## src/rtl/perm_seq_pkg.sv

```systemverilog
// Shared types and helpers for the permutation round sequencer.
package perm_seq_pkg;

  typedef enum logic [2:0] {
    S_IDLE    = 3'd0,
    S_LAUNCH  = 3'd1,
    S_RUN     = 3'd2,
    S_ADVANCE = 3'd3,
    S_FIN     = 3'd4
  } state_t;

  localparam int ADDR_W_DEF = 7;
  localparam int LINE_W_DEF = 25;
  localparam int RND_W      = 5;

  // True when the given stage is the final stage of the final round.
  function automatic logic is_last_step(input int unsigned stage,
                                        input int unsigned round,
                                        input int unsigned num_stages,
                                        input int unsigned num_rounds);
    return (stage == num_stages - 1) && (round == num_rounds - 1);
  endfunction

endpackage

```

## src/rtl/perm_round_sequencer_mux.sv

```systemverilog
// Selects the active stage's buffer port; address/data live in LAUNCH and RUN, write enable in RUN only.
module perm_stage_port_mux #(
  parameter int NUM_STAGES = 4,
  parameter int ADDR_W     = 7,
  parameter int LINE_W     = 25,
  parameter int SIDX_W     = 2
) (
  input  logic [SIDX_W-1:0]            sel_i,
  input  logic                         launch_i,
  input  logic                         run_i,
  input  logic [NUM_STAGES*ADDR_W-1:0] stage_addr_i,
  input  logic [NUM_STAGES-1:0]        stage_we_i,
  input  logic [NUM_STAGES*LINE_W-1:0] stage_wdata_i,
  output logic [ADDR_W-1:0]            mem_addr_o,
  output logic                         mem_we_o,
  output logic [LINE_W-1:0]            mem_wdata_o
);

  always_comb begin
    mem_addr_o  = '0;
    mem_we_o    = 1'b0;
    mem_wdata_o = '0;
    if (launch_i || run_i) begin
      mem_addr_o  = stage_addr_i[sel_i*ADDR_W +: ADDR_W];
      mem_wdata_o = stage_wdata_i[sel_i*LINE_W +: LINE_W];
    end
    if (run_i) begin
      mem_we_o = stage_we_i[sel_i];
    end
  end

endmodule

```

## src/rtl/perm_round_sequencer.sv

```systemverilog
// Runs NUM_ROUNDS x NUM_STAGES stage blocks over a ping-pong line buffer, flipping banks per stage.
// Optional RUN watchdog under PERM_SEQ_WATCHDOG_EN; otherwise err is tied low.
module perm_round_sequencer
  import perm_seq_pkg::*;
#(
  parameter int NUM_STAGES = 4,
  parameter int NUM_ROUNDS = 24,
  parameter int LINE_W     = LINE_W_DEF,
  parameter int ADDR_W     = ADDR_W_DEF
`ifdef PERM_SEQ_WATCHDOG_EN
  , parameter int TIMEOUT  = 255
`endif
) (
  input  logic                         clk,
  input  logic                         rst,
  input  logic                         start,
  output logic [NUM_STAGES-1:0]        stage_start,
  input  logic [NUM_STAGES-1:0]        stage_done,
  input  logic [NUM_STAGES*ADDR_W-1:0] stage_addr,
  input  logic [NUM_STAGES-1:0]        stage_we,
  input  logic [NUM_STAGES*LINE_W-1:0] stage_wdata,
  output logic [ADDR_W-1:0]            mem_addr,
  output logic                         mem_we,
  output logic [LINE_W-1:0]            mem_wdata,
  output logic                         src_bank,
  output logic [RND_W-1:0]             round_idx,
  output logic                         busy,
  output logic                         done,
  output logic                         err
);

  localparam int SIDX_W = (NUM_STAGES > 1) ? $clog2(NUM_STAGES) : 1;

  state_t              state_q, state_d;
  logic [SIDX_W-1:0]   stage_idx_q, stage_idx_d;
  logic [RND_W-1:0]    round_idx_q, round_idx_d;
  logic                src_bank_q, src_bank_d;
  logic                last_step;

`ifdef PERM_SEQ_WATCHDOG_EN
  localparam int CNT_W = $clog2(TIMEOUT + 1);
  logic [CNT_W-1:0]    cnt_q, cnt_d;
  logic                err_q, err_d;
`endif

  assign last_step = is_last_step(32'(stage_idx_q), 32'(round_idx_q), NUM_STAGES, NUM_ROUNDS);

  always_ff @(posedge clk) begin
    if (rst) begin
      state_q     <= S_IDLE;
      stage_idx_q <= '0;
      round_idx_q <= '0;
      src_bank_q  <= 1'b0;
`ifdef PERM_SEQ_WATCHDOG_EN
      cnt_q       <= '0;
      err_q       <= 1'b0;
`endif
    end else begin
      state_q     <= state_d;
      stage_idx_q <= stage_idx_d;
      round_idx_q <= round_idx_d;
      src_bank_q  <= src_bank_d;
`ifdef PERM_SEQ_WATCHDOG_EN
      cnt_q       <= cnt_d;
      err_q       <= err_d;
`endif
    end
  end

  always_comb begin
    state_d     = state_q;
    stage_idx_d = stage_idx_q;
    round_idx_d = round_idx_q;
    src_bank_d  = src_bank_q;
    stage_start = '0;
    done        = 1'b0;
`ifdef PERM_SEQ_WATCHDOG_EN
    cnt_d       = cnt_q;
    err_d       = err_q;
`endif
    case (state_q)
      S_IDLE: begin
        if (start) begin
          state_d     = S_LAUNCH;
          stage_idx_d = '0;
          round_idx_d = '0;
          src_bank_d  = 1'b0;
`ifdef PERM_SEQ_WATCHDOG_EN
          err_d       = 1'b0;
`endif
        end
      end
      S_LAUNCH: begin
        stage_start[stage_idx_q] = 1'b1;
        state_d = S_RUN;
`ifdef PERM_SEQ_WATCHDOG_EN
        cnt_d   = '0;
`endif
      end
      S_RUN: begin
        // Only the active stage's done bit counts; others are stray.
        if (stage_done[stage_idx_q]) begin
          state_d = last_step ? S_FIN : S_ADVANCE;
        end
`ifdef PERM_SEQ_WATCHDOG_EN
        else if (cnt_q == CNT_W'(TIMEOUT - 1)) begin
          err_d   = 1'b1;
          state_d = S_IDLE;
        end else begin
          cnt_d = cnt_q + CNT_W'(1);
        end
`endif
      end
      S_ADVANCE: begin
        src_bank_d = ~src_bank_q;
        if (stage_idx_q == SIDX_W'(NUM_STAGES - 1)) begin
          stage_idx_d = '0;
          round_idx_d = round_idx_q + RND_W'(1);
        end else begin
          stage_idx_d = stage_idx_q + SIDX_W'(1);
        end
        state_d = S_LAUNCH;
      end
      S_FIN: begin
        src_bank_d = ~src_bank_q;
        done       = 1'b1;
        state_d    = S_IDLE;
      end
      default: state_d = S_IDLE;
    endcase
  end

  perm_stage_port_mux #(
    .NUM_STAGES (NUM_STAGES),
    .ADDR_W     (ADDR_W),
    .LINE_W     (LINE_W),
    .SIDX_W     (SIDX_W)
  ) u_port_mux (
    .sel_i         (stage_idx_q),
    .launch_i      (state_q == S_LAUNCH),
    .run_i         (state_q == S_RUN),
    .stage_addr_i  (stage_addr),
    .stage_we_i    (stage_we),
    .stage_wdata_i (stage_wdata),
    .mem_addr_o    (mem_addr),
    .mem_we_o      (mem_we),
    .mem_wdata_o   (mem_wdata)
  );

  assign src_bank  = src_bank_q;
  assign round_idx = round_idx_q;
  assign busy      = (state_q != S_IDLE);

`ifdef PERM_SEQ_WATCHDOG_EN
  assign err = err_q;
`else
  assign err = 1'b0;
`endif

endmodule

```

## config.mk

```make
export PLATFORM = sky130hd
export DESIGN_NAME = perm_round_sequencer
export DESIGN_NICKNAME = d
export VERILOG_FILES = /design/src/rtl/perm_seq_pkg.sv /design/src/rtl/perm_round_sequencer_mux.sv /design/src/rtl/perm_round_sequencer.sv
export SDC_FILE = /design/constraint.sdc
export NUM_CORES = 1
export LEC_CHECK = 0
export CAP_MARGIN = 10
export CORE_MARGIN = 2
export CORE_UTILIZATION = 29
export CTS_BUF_LIST = sky130_fd_sc_hd__clkbuf_4 sky130_fd_sc_hd__clkbuf_8 sky130_fd_sc_hd__clkbuf_16
export CTS_CLUSTER_SIZE = 20
export DETAILED_ROUTE_END_ITERATION = 10
export GPL_ROUTABILITY_DRIVEN = 0
export HOLD_SLACK_MARGIN = 0.06
export PLACE_DENSITY_LB_ADDON = 0.2
export SLEW_MARGIN = 0
export SYNTH_ARGS = -nofsm -noshare
export SYNTH_HDL_FRONTEND = slang
export SYNTH_SLANG_ARGS = --single-unit
```

## constraint.sdc

```tcl
create_clock -name clk -period 2.07 [get_ports clk]
set_input_delay 0.3105 -clock clk [delete_from_list [all_inputs] [get_ports clk]]
set_output_delay 0.3105 -clock clk [all_outputs]
set_load 0.005 [all_outputs]
```

Word level (Yosys, flattened, before mapping) --
Cells that the tools add are included.
Storage, ports and cells: flip-flop bits (word level) 11, input port bits 139, output and inout port bits 46, logic and storage cells 57
Cells by class: add/sub/neg operators 2, multiply operators 2, order comparisons 2, equality and inequality tests 9, shifts and indexed selects 2, mux-type cells 23, bitwise operators 1, reduce and logical (&&, ||, !) cells 12
Operators by type and width (count):
- indexed part select 100 x 8 -> 25 bit | 1
- indexed part select 28 x 6 -> 7 bit | 1
- 2-to-1 mux 25 bit | 1
- case mux 3 bit (4 select lines) | 1
- 2-to-1 mux 5 bit | 2
- case mux 5 bit (2 select lines) | 1
- 2-to-1 mux 3 bit | 3
- multiplier 2 x 5 -> 7 bit, second input constant | 1
- 2-to-1 mux 7 bit | 1
- == test 3 x 2 -> 1 bit, second input constant | 2
- 2-to-1 mux 1 bit | 6
- != test 2 bit, second input constant | 3
- AND reduction 2 bit | 3
- adder 5 x 1 -> 5 bit, second input constant | 1
- == test 5 bit, second input constant | 1
- multiplier 2 x 3 -> 5 bit, second input constant | 1
- binary-select mux 1 bit (select 2 bit) | 2
- 2-to-1 mux 2 bit | 2
- 2-to-1 mux 4 bit | 1
- case mux 2 bit (2 select lines) | 1
- nonzero test 2 bit | 2
- == test 3 x 1 -> 1 bit, second input constant | 1
- == test 3 bit, second input constant | 1
- zero test 3 bit | 1
- 12 further kinds | 13

Logic depth before layout (Yosys ltp) --
depth after elaboration 5, mapped depth 6, gate-level depth less buffers 4

Modules after synthesis --
Synthesis repeated with hierarchy kept, for this count alone.
Second synthesis, totals: cell total of the unflattened synthesis 196, area total of the unflattened synthesis 1744.2 um2
By module, submodules not included:
- perm_stage_port_mux | instances 1, cells each 113, area an instance 1013.5 um2
- perm_round_sequencer | instances 1, cells each 83, area an instance 730.7 um2

Worst setup path before layout --
No wires, ideal clock.
path kind register -> output, start register stage_idx_q[0], end output mem_wdata[17], arrival time 1455 ps, data required time 1760 ps, slack 304 ps, stages on the path, launching flop included 5, buffers on the path 2, cell sequence dfxtp_1 buf_4 buf_2 mux4_2 nor2b_1
On the way: longest elaborated chain between the ends 3
Ends and longest elaborated chain:
- from (decl) | line perm_round_sequencer.sv:35 | logic [SIDX_W-1:0] stage_idx_q, stage_idx_d;
- from (signal assigned) | line perm_round_sequencer.sv:60 | stage_idx_q <= stage_idx_d;
- multiplier 2 x 5 -> 7 bit | line perm_round_sequencer_mux.sv:25 | mem_wdata_o = stage_wdata_i[sel_i*LINE_W +: LINE_W];
- indexed part select 100 x 8 -> 25 bit | line perm_round_sequencer_mux.sv:25
- 2-to-1 mux 25 bit | line perm_round_sequencer_mux.sv:23 | if (launch_i || run_i) begin
- to (decl) | line perm_round_sequencer.sv:24 | output logic [LINE_W-1:0] mem_wdata,
No other way between the ends.

Worst setup path in the final report --
start register stage_idx_q[0], end output mem_wdata[4]
Same word-level chain as after synthesis.

==> flow_metrics.tcl <==
set metrics [dict create \
    status "finished, violations left" \
    violations "setup timing" \
    cts_tree "yes" \
    num_antenna_cells 0 \
    drive_gt1_frac 0.282 \
    rsz0062_at_grt "yes" \
    synthDistinctLibCells 35 \
    slew_headroom 0.607 \
    synth-edff-count 0 \
    syn_nets 308 \
    die_x_um 81.9 \
    port-buffer-count 183 \
    cp.arrival_ns 1.77 \
    peakVddDrop_uv 351 \
    dp_hpwl_um 6630 \
    synth_top_area_share 0.435 \
    worstPathRequired_ns 1.76 \
    path_class "reg -> out" \
    grt_pass1_wl_um 11200 \
    grt_start_max_net_pins 33 \
    multi_input_area_um2 1460 \
    end_kind "output port" \
    die-area_um2 6710 \
    syn_area_per_cell_um2 10.7 \
    synth_top_flop_cell "dfxtp_1" \
    crit_fanout 6 \
    post-route-min-period_ns 2.08 \
    cp-start-kind "register" \
    root_buffer "clkbuf_8" \
    async_reset_ff_frac 0 \
    fmax_mhz 480 \
    wl_per_cell_um 19.3 \
    drtIter0Drc 58 \
    leakage_nw 1.49 \
    place_inst 415 \
    drc 0 \
    cts_hold_buf 0 \
    regArea_um2 225 \
    fill_cells 473 \
    antenna_left 0 \
    whs_ns 0.521 \
    fin_nets 510 \
    post-place-ws_ns -0.0512 \
    grt.total_usage 0.226 \
    numClockSinks 11 \
    num_io_pins 185 \
    slew_violations 0 \
    grt_pass1_vias 2165 \
    tightest_slew_ns 0.582 \
    fp-row-count 28 \
    fin_cells 440 \
    utilization 0.665 \
    vias_per_cell 5.09 \
    grt_overflow 0 \
    ys_ff_latch 11 \
    clk_latency_ns 0.24 \
    vias 2240 \
    skew_ns 0.00153 \
    clk_pin_slew_ns 0.05 \
    cts_made_buffers 3 \
    fin_ws_ns -0.0143 \
    ys_seq_area_frac 0.125 \
    worstHoldPathType "reg -> reg" \
    finalSetupViolations 2 \
    die-height_um 81.9 \
    wirelength_um 8470 \
    core_um2 5890 \
    p_total_w 0.00114 \
    hold_viol 0 \
    yosys_warnings 0 \
    syn_area_um2 1760 \
    synth_common_cells "mux4_2, nor2b_1, dfxtp_1" \
    max_cap_violations 0 \
    antenna_found_initial 0 \
    yosysTopAreaCell "mux4_2" \
    synth_most_common_cell "mux4_2" \
    start_util 0.299 \
    drt_pre_antenna_iters 4 \
    syn_inst 164 \
    synthTopCellsByArea "mux4_2, dfxtp_1, nor2b_1" \
    syn2layout_area_growth_pct 122 \
    clock_path_buffers 2 \
    p_per_area_nw_per_um2 290 \
    htreeDepth 1 \
    fin_crit_sh 1.01 \
]
[critical path: stages (launching register included)]
cell	delay (ns)
dfxtp_4	0.37
buf_6	0.12
buf_12	0.11
buf_6	0.09
buf_6	0.10
mux4_2	0.48
nor2b_1	0.14
buf_2	0.13
[flip-flops by register name, indices dropped and copies added (netlist names)]
name,flops
round_idx,5
stage_idx_q,2
src_bank,1
state_q,3
[cell usage in the layout (no fill, tap or decap), types with 2 or more instances in the layout]
cell	count
nor2_1	3
buf_2	13
dfxtp_1	9
a311oi_1	2
clkbuf_8	3
nand3b_1	4
nor3b_1	2
ha_1	4
buf_8	3
clkdlybuf4s50_1	146
clkdlybuf4s15_1	4
a21oi_1	6
nor4b_1	3
clkbuf_2	14
buf_4	13
inv_1	2
mux2i_1	3
nor2b_1	32
buf_6	9
and2_1	5
dlygate4sd2_1	4
buf_12	6
or3_1	5
a21o_1	2
mux4_2	34
nand2b_1	3
nand3_1	7
nand2_1	5
[metal layers]
layer,global-route usage,routed length [um],share of wire
met5,0,0,0
met4,0.0600,129,0.015
met3,0.0626,716,0.085
met2,0.414,4530,0.53
met1,0.255,3100,0.37
[layout make-up]
class,instances,share of cell area
timing repair buffer,214,0.530
clock buffer,4,0.0125
inverter,2,0.00192
tap,75,0.0240
sequential,11,0.0575
multi-input combinational,134,0.374
[where the power goes]
part | total [W] | switching (W) | internal (W)
registers | 0.000225 | 0.00000658 | 0.000218
clock network | 0.000241 | 0.0000916 | 0.000149
logic | 0.000670 | 0.000214 | 0.000456
total | 0.00114 | 0.000312 | 0.000824
[metrics by stage]
| step | setup TNS, ns | area (um2) |
|---|---|---|
| floorplan | 0 | 1760 |
| global placement | -0.298 | 3720 |
| detailed placement | -0.530 | 3720 |
| CTS | -0.319 | 3970 |
| global route | -0.141 | 3910 |
| finish | -0.0273 | 3910 |
[worst paths after layout]
check / from / cells after the start / slack [ns] / end
worst max-delay path: stage_idx_q[0]$_SDFFE_PP0P_ / 7 / -0.01 / mem_wdata[4]
worst min-delay path: round_idx[1]$_SDFFE_PP0P_ / 2 / 0.52 / round_idx[1]$_SDFFE_PP0P_
worst max register to register: stage_idx_q[0]$_SDFFE_PP0P_ / 7 / 0.29 / state_q[0]$_SDFFE_PP0P_
worst min register to register: round_idx[1]$_SDFFE_PP0P_ / 2 / 0.52 / round_idx[1]$_SDFFE_PP0P_
[timing repair]
item,CTS,global route
endpoints found under the setup margin,33,26
gates cloned,2,0
pin swaps,0,0
resized for setup,107,26
setup buffers,19,3
[kinds of logic after synthesis]
group | synth area share
buf+inv | 0.0561
flops | 0.125
compound gates | 0.0625
simple gates | 0.267
other cells | 0.00213
fa+ha+maj | 0.0355
mux | 0.452
Power figures use the tool's default switching activity.
